<file path="config.mk">
export PLATFORM = sky130hd
export DESIGN_NAME = dtw_score_cell
export DESIGN_NICKNAME = d
export VERILOG_FILES = /design/src/rtl/dtw_score_cell.sv
export SDC_FILE = /design/constraint.sdc
export NUM_CORES = 1
export LEC_CHECK = 0
export ABC_AREA = 1
export BUFFER_PORTS_ARGS = -buffer_cell sky130_fd_sc_hd__buf_4
export CAP_MARGIN = 20
export CORE_UTILIZATION = 21
export DETAILED_ROUTE_END_ITERATION = 8
export PLACE_DENSITY_LB_ADDON = 0.1
export SLEW_MARGIN = 30
export SYNTH_ARGS = -nofsm -noshare
export SYNTH_HDL_FRONTEND = slang
export SYNTH_SLANG_ARGS = --single-unit
export TNS_END_PERCENT = 50
</file>
<file path="constraint.sdc">
create_clock -name clk -period 1.4 [get_ports clk]
set_clock_uncertainty 0.05 [all_clocks]
set_input_delay 0.14 -clock clk [delete_from_list [all_inputs] [get_ports clk]]
set_output_delay 0.14 -clock clk [all_outputs]
set_load 0.02 [all_outputs]
</file>
<file path="src/rtl/dtw_score_cell.sv">
// ---------------------------------------------------------------------------
// dtw_score_cell
//
// One cell of a dynamic-time-warping score lattice, located at column TINDEX
// and row RINDEX. When the compute strobe addresses this cell while it is
// empty, it selects the cheapest valid neighbour, adds the local distance
// with saturation, and stores the score and a back-pointer. During traceback
// it drives its result word onto a shared OR-bus and pulses the traceback
// enable of exactly one neighbour, or flags itself as the path origin.
//
// Ports:
//   clk, rst               clock; synchronous active-high reset
//   i_clr                  synchronous clear back to EMPTY (between utterances)
//   i_valid                compute strobe for the pair on i_tindex/i_rindex
//   i_tindex, i_rindex     lattice position being computed
//   i_dlocal               local distance d(i,j)
//   i_s_diag/up/left       neighbour scores
//   i_v_diag/up/left       neighbour score valid (low = outside the lattice)
//   i_tb_en                traceback select for this cell
//   o_score, o_score_vld   stored score; high while the cell holds data
//   o_data, o_data_oe      {path, TINDEX, RINDEX, score}; zero when not selected
//   o_tb_diag/up/left      one-cycle traceback pulse to the chosen neighbour
//   o_tb_done              one-cycle pulse: this cell is the path origin
//   o_sat                  sticky saturation flag
// ---------------------------------------------------------------------------
module dtw_score_cell #(
  parameter int unsigned   DW     = 16,
  parameter int unsigned   IW     = 5,
  parameter logic [IW-1:0] TINDEX = {IW{1'b1}},
  parameter logic [IW-1:0] RINDEX = {IW{1'b1}}
) (
  input  logic                 clk,
  input  logic                 rst,
  input  logic                 i_clr,
  input  logic                 i_valid,
  input  logic [IW-1:0]        i_tindex,
  input  logic [IW-1:0]        i_rindex,
  input  logic [DW-1:0]        i_dlocal,
  input  logic [DW-1:0]        i_s_diag,
  input  logic [DW-1:0]        i_s_up,
  input  logic [DW-1:0]        i_s_left,
  input  logic                 i_v_diag,
  input  logic                 i_v_up,
  input  logic                 i_v_left,
  input  logic                 i_tb_en,
  output logic [DW-1:0]        o_score,
  output logic                 o_score_vld,
  output logic [DW+2*IW+1:0]   o_data,
  output logic                 o_data_oe,
  output logic                 o_tb_diag,
  output logic                 o_tb_up,
  output logic                 o_tb_left,
  output logic                 o_tb_done,
  output logic                 o_sat
);

  typedef enum logic [1:0] {
    ST_EMPTY  = 2'b00,
    ST_VALID  = 2'b01,
    ST_TRACED = 2'b10
  } state_t;

  localparam logic [1:0]    PATH_DIAG   = 2'b11;
  localparam logic [1:0]    PATH_UP     = 2'b10;
  localparam logic [1:0]    PATH_LEFT   = 2'b01;
  localparam logic [1:0]    PATH_ORIGIN = 2'b00;
  localparam logic [IW-1:0] IDX_UNUSED  = {IW{1'b1}};
  // A cell parked at the all-ones index is unused and must never capture.
  localparam logic          CELL_USED   = (TINDEX != IDX_UNUSED) && (RINDEX != IDX_UNUSED);

  state_t        r_state;
  logic [DW-1:0] r_score;
  logic [1:0]    r_path;
  logic          r_sat;
  logic [3:0]    r_pulse;      // {diag, up, left, done}

  state_t        w_state_nxt;
  logic [DW-1:0] w_score_nxt;
  logic [1:0]    w_path_nxt;
  logic          w_sat_nxt;
  logic [3:0]    w_pulse_nxt;

  logic          w_have;
  logic [DW-1:0] w_best;
  logic [1:0]    w_best_path;
  logic [DW:0]   w_sum;
  logic [DW-1:0] w_cap_score;
  logic          w_cap_sat;
  logic          w_capture;

  assign w_capture = CELL_USED && (r_state == ST_EMPTY) && i_valid &&
                     (i_tindex == TINDEX) && (i_rindex == RINDEX);

  // Minimum over valid neighbours; strict less-than keeps diag > up > left on ties.
  always_comb begin
    w_have      = 1'b0;
    w_best      = {DW{1'b0}};
    w_best_path = PATH_ORIGIN;
    if (i_v_diag) begin
      w_have      = 1'b1;
      w_best      = i_s_diag;
      w_best_path = PATH_DIAG;
    end else begin
      w_have      = 1'b0;
    end
    if (i_v_up && (!w_have || (i_s_up < w_best))) begin
      w_have      = 1'b1;
      w_best      = i_s_up;
      w_best_path = PATH_UP;
    end else begin
      w_have      = w_have;
    end
    if (i_v_left && (!w_have || (i_s_left < w_best))) begin
      w_have      = 1'b1;
      w_best      = i_s_left;
      w_best_path = PATH_LEFT;
    end else begin
      w_have      = w_have;
    end
  end

  assign w_sum = {1'b0, w_best} + {1'b0, i_dlocal};

  // Captured score: local distance alone at an origin, else saturating sum.
  always_comb begin
    w_cap_score = i_dlocal;
    w_cap_sat   = 1'b0;
    if (!w_have) begin
      w_cap_score = i_dlocal;
      w_cap_sat   = 1'b0;
    end else if (w_sum[DW]) begin
      w_cap_score = {DW{1'b1}};
      w_cap_sat   = 1'b1;
    end else begin
      w_cap_score = w_sum[DW-1:0];
      w_cap_sat   = 1'b0;
    end
  end

  // Next-state and next-output logic for the cell state machine.
  always_comb begin
    w_state_nxt = r_state;
    w_score_nxt = r_score;
    w_path_nxt  = r_path;
    w_sat_nxt   = r_sat;
    w_pulse_nxt = 4'b0000;
    case (r_state)
      ST_EMPTY: begin
        if (w_capture) begin
          w_state_nxt = ST_VALID;
          w_score_nxt = w_cap_score;
          w_path_nxt  = w_best_path;
          w_sat_nxt   = r_sat | w_cap_sat;
        end else begin
          w_state_nxt = ST_EMPTY;
        end
      end
      ST_VALID: begin
        if (i_tb_en) begin
          w_state_nxt = ST_TRACED;
          case (r_path)
            PATH_DIAG: w_pulse_nxt = 4'b1000;
            PATH_UP:   w_pulse_nxt = 4'b0100;
            PATH_LEFT: w_pulse_nxt = 4'b0010;
            default:   w_pulse_nxt = 4'b0001;
          endcase
        end else begin
          w_state_nxt = ST_VALID;
        end
      end
      ST_TRACED: begin
        w_state_nxt = ST_TRACED;
      end
      default: begin
        // Illegal encoding: fall back to a clean empty cell.
        w_state_nxt = ST_EMPTY;
        w_score_nxt = {DW{1'b0}};
        w_path_nxt  = PATH_ORIGIN;
        w_sat_nxt   = 1'b0;
      end
    endcase
  end

  // State, score, back-pointer, sticky flag and pulse registers.
  always_ff @(posedge clk) begin
    if (rst || i_clr) begin
      r_state <= ST_EMPTY;
      r_score <= {DW{1'b0}};
      r_path  <= PATH_ORIGIN;
      r_sat   <= 1'b0;
      r_pulse <= 4'b0000;
    end else begin
      r_state <= w_state_nxt;
      r_score <= w_score_nxt;
      r_path  <= w_path_nxt;
      r_sat   <= w_sat_nxt;
      r_pulse <= w_pulse_nxt;
    end
  end

  assign o_score     = r_score;
  assign o_score_vld = (r_state != ST_EMPTY);
  assign o_sat       = r_sat;
  assign o_tb_diag   = r_pulse[3];
  assign o_tb_up     = r_pulse[2];
  assign o_tb_left   = r_pulse[1];
  assign o_tb_done   = r_pulse[0];

  // OR-bus drive: zero unless this cell is selected and holds data.
  assign o_data_oe = i_tb_en && (r_state != ST_EMPTY);
  assign o_data    = o_data_oe ? {r_path, TINDEX, RINDEX, r_score}
                               : {(DW+2*IW+2){1'b0}};

endmodule

</file>
Yosys cells after proc, flatten, opt, wreduce, memory -nomap -nowiden
Index checks and enable logic that the tools add are counted.
- bits in registers: 3
- bits of input ports: 82
- word-level logic and storage cells: 13
- equal/unequal tests: 2
- mux-type cells: 3
- bitwise gates (word level): 2
- reduce and logical (&&, ||, !) cells: 4
- operators by type and width (kind ; count):
    26-bit two-way mux ; 1
    2-bit one-hot mux with 2 select lines ; 1
    3-bit OR reduction ; 1
    2-bit by 1-bit equality test with 1-bit output (second input constant) ; 1
    2-bit equality test (second input constant) ; 1
    2-bit two-way mux ; 1
    1-bit NOT ; 2
    2-bit nonzero test ; 1
    1-bit logical AND ; 1
    1-bit logical OR ; 1

Depth between registers and ports, before layout
- depth in word-level cells: 3
- gate-level depth with buffers: 4

Worst setup path after synthesis
No wires, ideal clock.
- kind: reg2out
- start point: register r_state[0]
- end point: output o_data[16]
- data arrival time: 1432 ps
- path slack: -222 ps
- cell stages (with the launch flop): 5
- buffers on the path: 1
- cells stage by stage: dfxtp_1 > inv_1 > ha_1 > nor2_1 > buf_4
- word-level cells in the longest chain between the ends: 3
- RTL lines (what ; line ; source):
    start, declared ; 71 ; state_t r_state;
    start signal, assigned ; 193 ; r_state <= w_state_nxt;
    2-bit nonzero test ; 210 ; assign o_data_oe = i_tb_en && (r_state != ST_EMPTY);
    1-bit logical AND ; 210 ;
    via o_data_oe ; 49 ; output logic o_data_oe,
    26-bit two-way mux ; 211 ; assign o_data = o_data_oe ? {r_path, TINDEX, RINDEX, r_score}
    end, declared ; 48 ; output logic [DW+2*IW+1:0] o_data,
The timed path passes the listed nets, and every way through them passes these cells.

Worst setup path in the final report
- start point: register r_state[0]
- end point: output o_data[23]
- word-level cells in the longest chain between the ends: 3
- RTL lines (what ; line):
    2-bit nonzero test ; 210
    1-bit logical AND ; 210
    26-bit two-way mux ; 211
Every way passes these cells.

==> flow_metrics.py <==
metrics = {
    "timing": {
        "hold_violations": 0,
        "fin_ws_ps": 54.0,
        "finalSetupViolCount": 0,
        "rsz0062_at_grt": "yes",
        "period_minus_slack_ps": 1350,
        "max_freq_mhz": 743,
        "fin_crit_sh_pct": 96.1,
        "hold_ws_ps": 25.5,
        "maxSlewViolCount": 0,
    },
    "synth": {
        "yosysWarnings": 0,
        "ys_seq_elements": 3,
        "syn_inst": 68,
        "syn_avg_cell_area_um2": 7.54,
        "synth_cell_types": 9,
        "synth-seq-area-share_pct": 11.7,
        "synth_top_cell_by_area": "buf_4",
        "syn-cell-area_um2": 513,
        "synth.area.top_cells": "buf_4, dfxtp_1, ha_1, inv_1, nor2_1",
        "synth_top_area_share_pct": 70.2,
    },
    "floorplanning": {
        "die_h_um": 51.4,
        "io_pins": 133,
        "die_area_um2": 2640,
        "coreArea_um2": 2250,
        "rows": 17,
        "die_w_um": 51.4,
        "initial_core_util_pct": 22.8,
    },
    "routing": {
        "viasPerCell": 2.67,
        "drt-total-wl_um": 651,
        "postRouteAntennaNets": 0,
        "wire_per_inst_um": 6.14,
        "dr.pass1.iters": 1,
        "drt_iter0_drc": 0,
        "drc_errors": 0,
        "vias": 283,
    },
    "clocking": {
        "cts_root_buf": "clkbuf_4",
        "clock_path_buffers": 2,
        "cts_sinks": 3,
        "cts_setup_buffers": 0,
        "worst_skew_pair.late_latency_ps": 230,
        "clk_pin_slew_worst_paths_ps": 40,
        "postCtsHoldBufs": 0,
        "htree_num_levels": 1,
        "cts_tree": "yes",
        "cts_made_buffers": 3,
    },
    "placement": {
        "gp_congestion": 0.614,
        "placed_cell_area_um2": 449,
        "portBuffers": 16,
        "dpl_worst_slack_ps": 50.4,
        "dp.final_hpwl_um": 494,
    },
    "grt": {
        "grt_first_pass_wirelength_um": 855,
        "antenna_found_initial": 0,
        "first_global_vias": 195,
        "grt_max_degree": 7,
        "track_usage_pct": 4.79,
        "grt_overflow": 0,
    },
    "cells_and_area": {
        "final_cell_mix": "conb_1, buf_4, buf_6",
        "syn2layout_area_growth_pct": 3.17,
        "fin_nets": 164,
        "final_core_util_pct": 23.5,
        "fin_area_um2": 529,
        "final_common_cell": "conb_1",
        "n_antenna_cell": 0,
        "drive_above_1_share_pct": 33.3,
    },
    "power_and_ir_drop": {
        "total_power_mw": 0.339,
        "power_density_nw_per_um2": 641,
        "peakVddDrop_v": 0.000285,
        "power.leakage_nw": 0.299,
    },
    "worst_setup_path": {
        "critPathMaxFanout": 6,
        "crit_path_max_incr_delay_ps": 320,
        "cp_cell_sequence": "inv_2 > ha_4 > nor2_4 > buf_6",
        "crit_arrival_ps": 1160,
        "worst_ep_required_time_ps": 1210,
        "crit_path_top_delay_cell": "dfxtp_2",
        "cp-start-kind": "flop",
        "worstSetupEndpointType": "primary output",
        "critPathKind": "reg2out",
    },
    "worst_hold_path": {
        "min_path_type": "in2reg",
    },
    "flow_run": {
        "maxCapViolations": 0,
    },
    "outcome": {
        "status": "complete, no violations",
    },
}
per-layer routing:
metal	global-route usage (%)	share of wire [%]
met5	0	0
met4	4.05	0
met3	2.68	12
met2	6.28	54
met1	5.47	35
power breakdown:
part	switching (mW)	internal (mW)
clock network	0.0446	0.107
registers	0	0.0859
logic	0.0957	0.00604
total	0.140	0.199
final timing paths:
check,depth (start not counted),start,slack (ps),end
setup / recovery,4,r_state[0]$_SDFF_PP0_,50,o_data[23]
hold / removal,2,rst,30,r_pulse[0]$_SDFF_PP0_
setup reg to reg,4,r_state[1]$_SDFF_PP0_,470,r_state[1]$_SDFF_PP0_
hold reg to reg,3,r_state[1]$_SDFF_PP0_,560,r_state[1]$_SDFF_PP0_
state kept, by name, indices dropped and copies added (netlist names):
| name | count |
|---|---|
| r_state | 2 |
| r_pulse | 1 |
kinds of logic (layout without fill, tap and decap cells):
| family | count (synthesis) | after routing | share of synthesized area [%] |
|---|---|---|---|
| buf+inv | 52 | 24 | 73.2 |
| flops | 3 | 3 | 11.7 |
| simple gates | 8 | 9 | 6.10 |
| fa+ha+maj | 3 | 3 | 7.32 |
| compound gates | 1 | 1 | 0.975 |
| other cells | 1 | 38 | 0.731 |
timing repair:
| action | in CTS | in global routing |
|---|---|---|
| resized for setup | 3 | 11 |
| pin swaps | 1 | 2 |
| cloned | 1 | 0 |
| endpoints found under the setup margin | 11 | 6 |
layout make-up:
cell class,instances,area (um^2)
multi-input cells,51,248
clock buffers,4,26.3
repair buffers,16,143
flip-flops and latches,3,62.6
well taps,28,35.0
inverters,4,15.0
fillers,262,1730
per-stage QoR:
stage / instances / setup TNS (ps)
2_1_floorplan: 105 / 0
3_3_place_gp: 101 / 0
3_5_place_dp: 101 / 0
4_1_cts: 106 / 0
5_1_grt: 106 / -110
6_report: 106 / 0
Yosys cell counts, drive strengths merged:
| cell type | number |
|---|---|
| conb | 1 |
| dfxtp | 3 |
| ha | 3 |
| nor2 | 4 |
| a21oi | 1 |
| nor3 | 1 |
| buf | 48 |
| inv | 4 |
| nand2 | 3 |
worst max-delay path: cells and delay by family (launching register included):
| family | cells | cell delay (ps) |
|---|---|---|
| buf+inv | 2 | 210 |
| flops | 1 | 320 |
| simple gates | 1 | 220 |
| fa+ha+maj | 1 | 170 |
No activity file was read; power rests on OpenSTA's default activity.
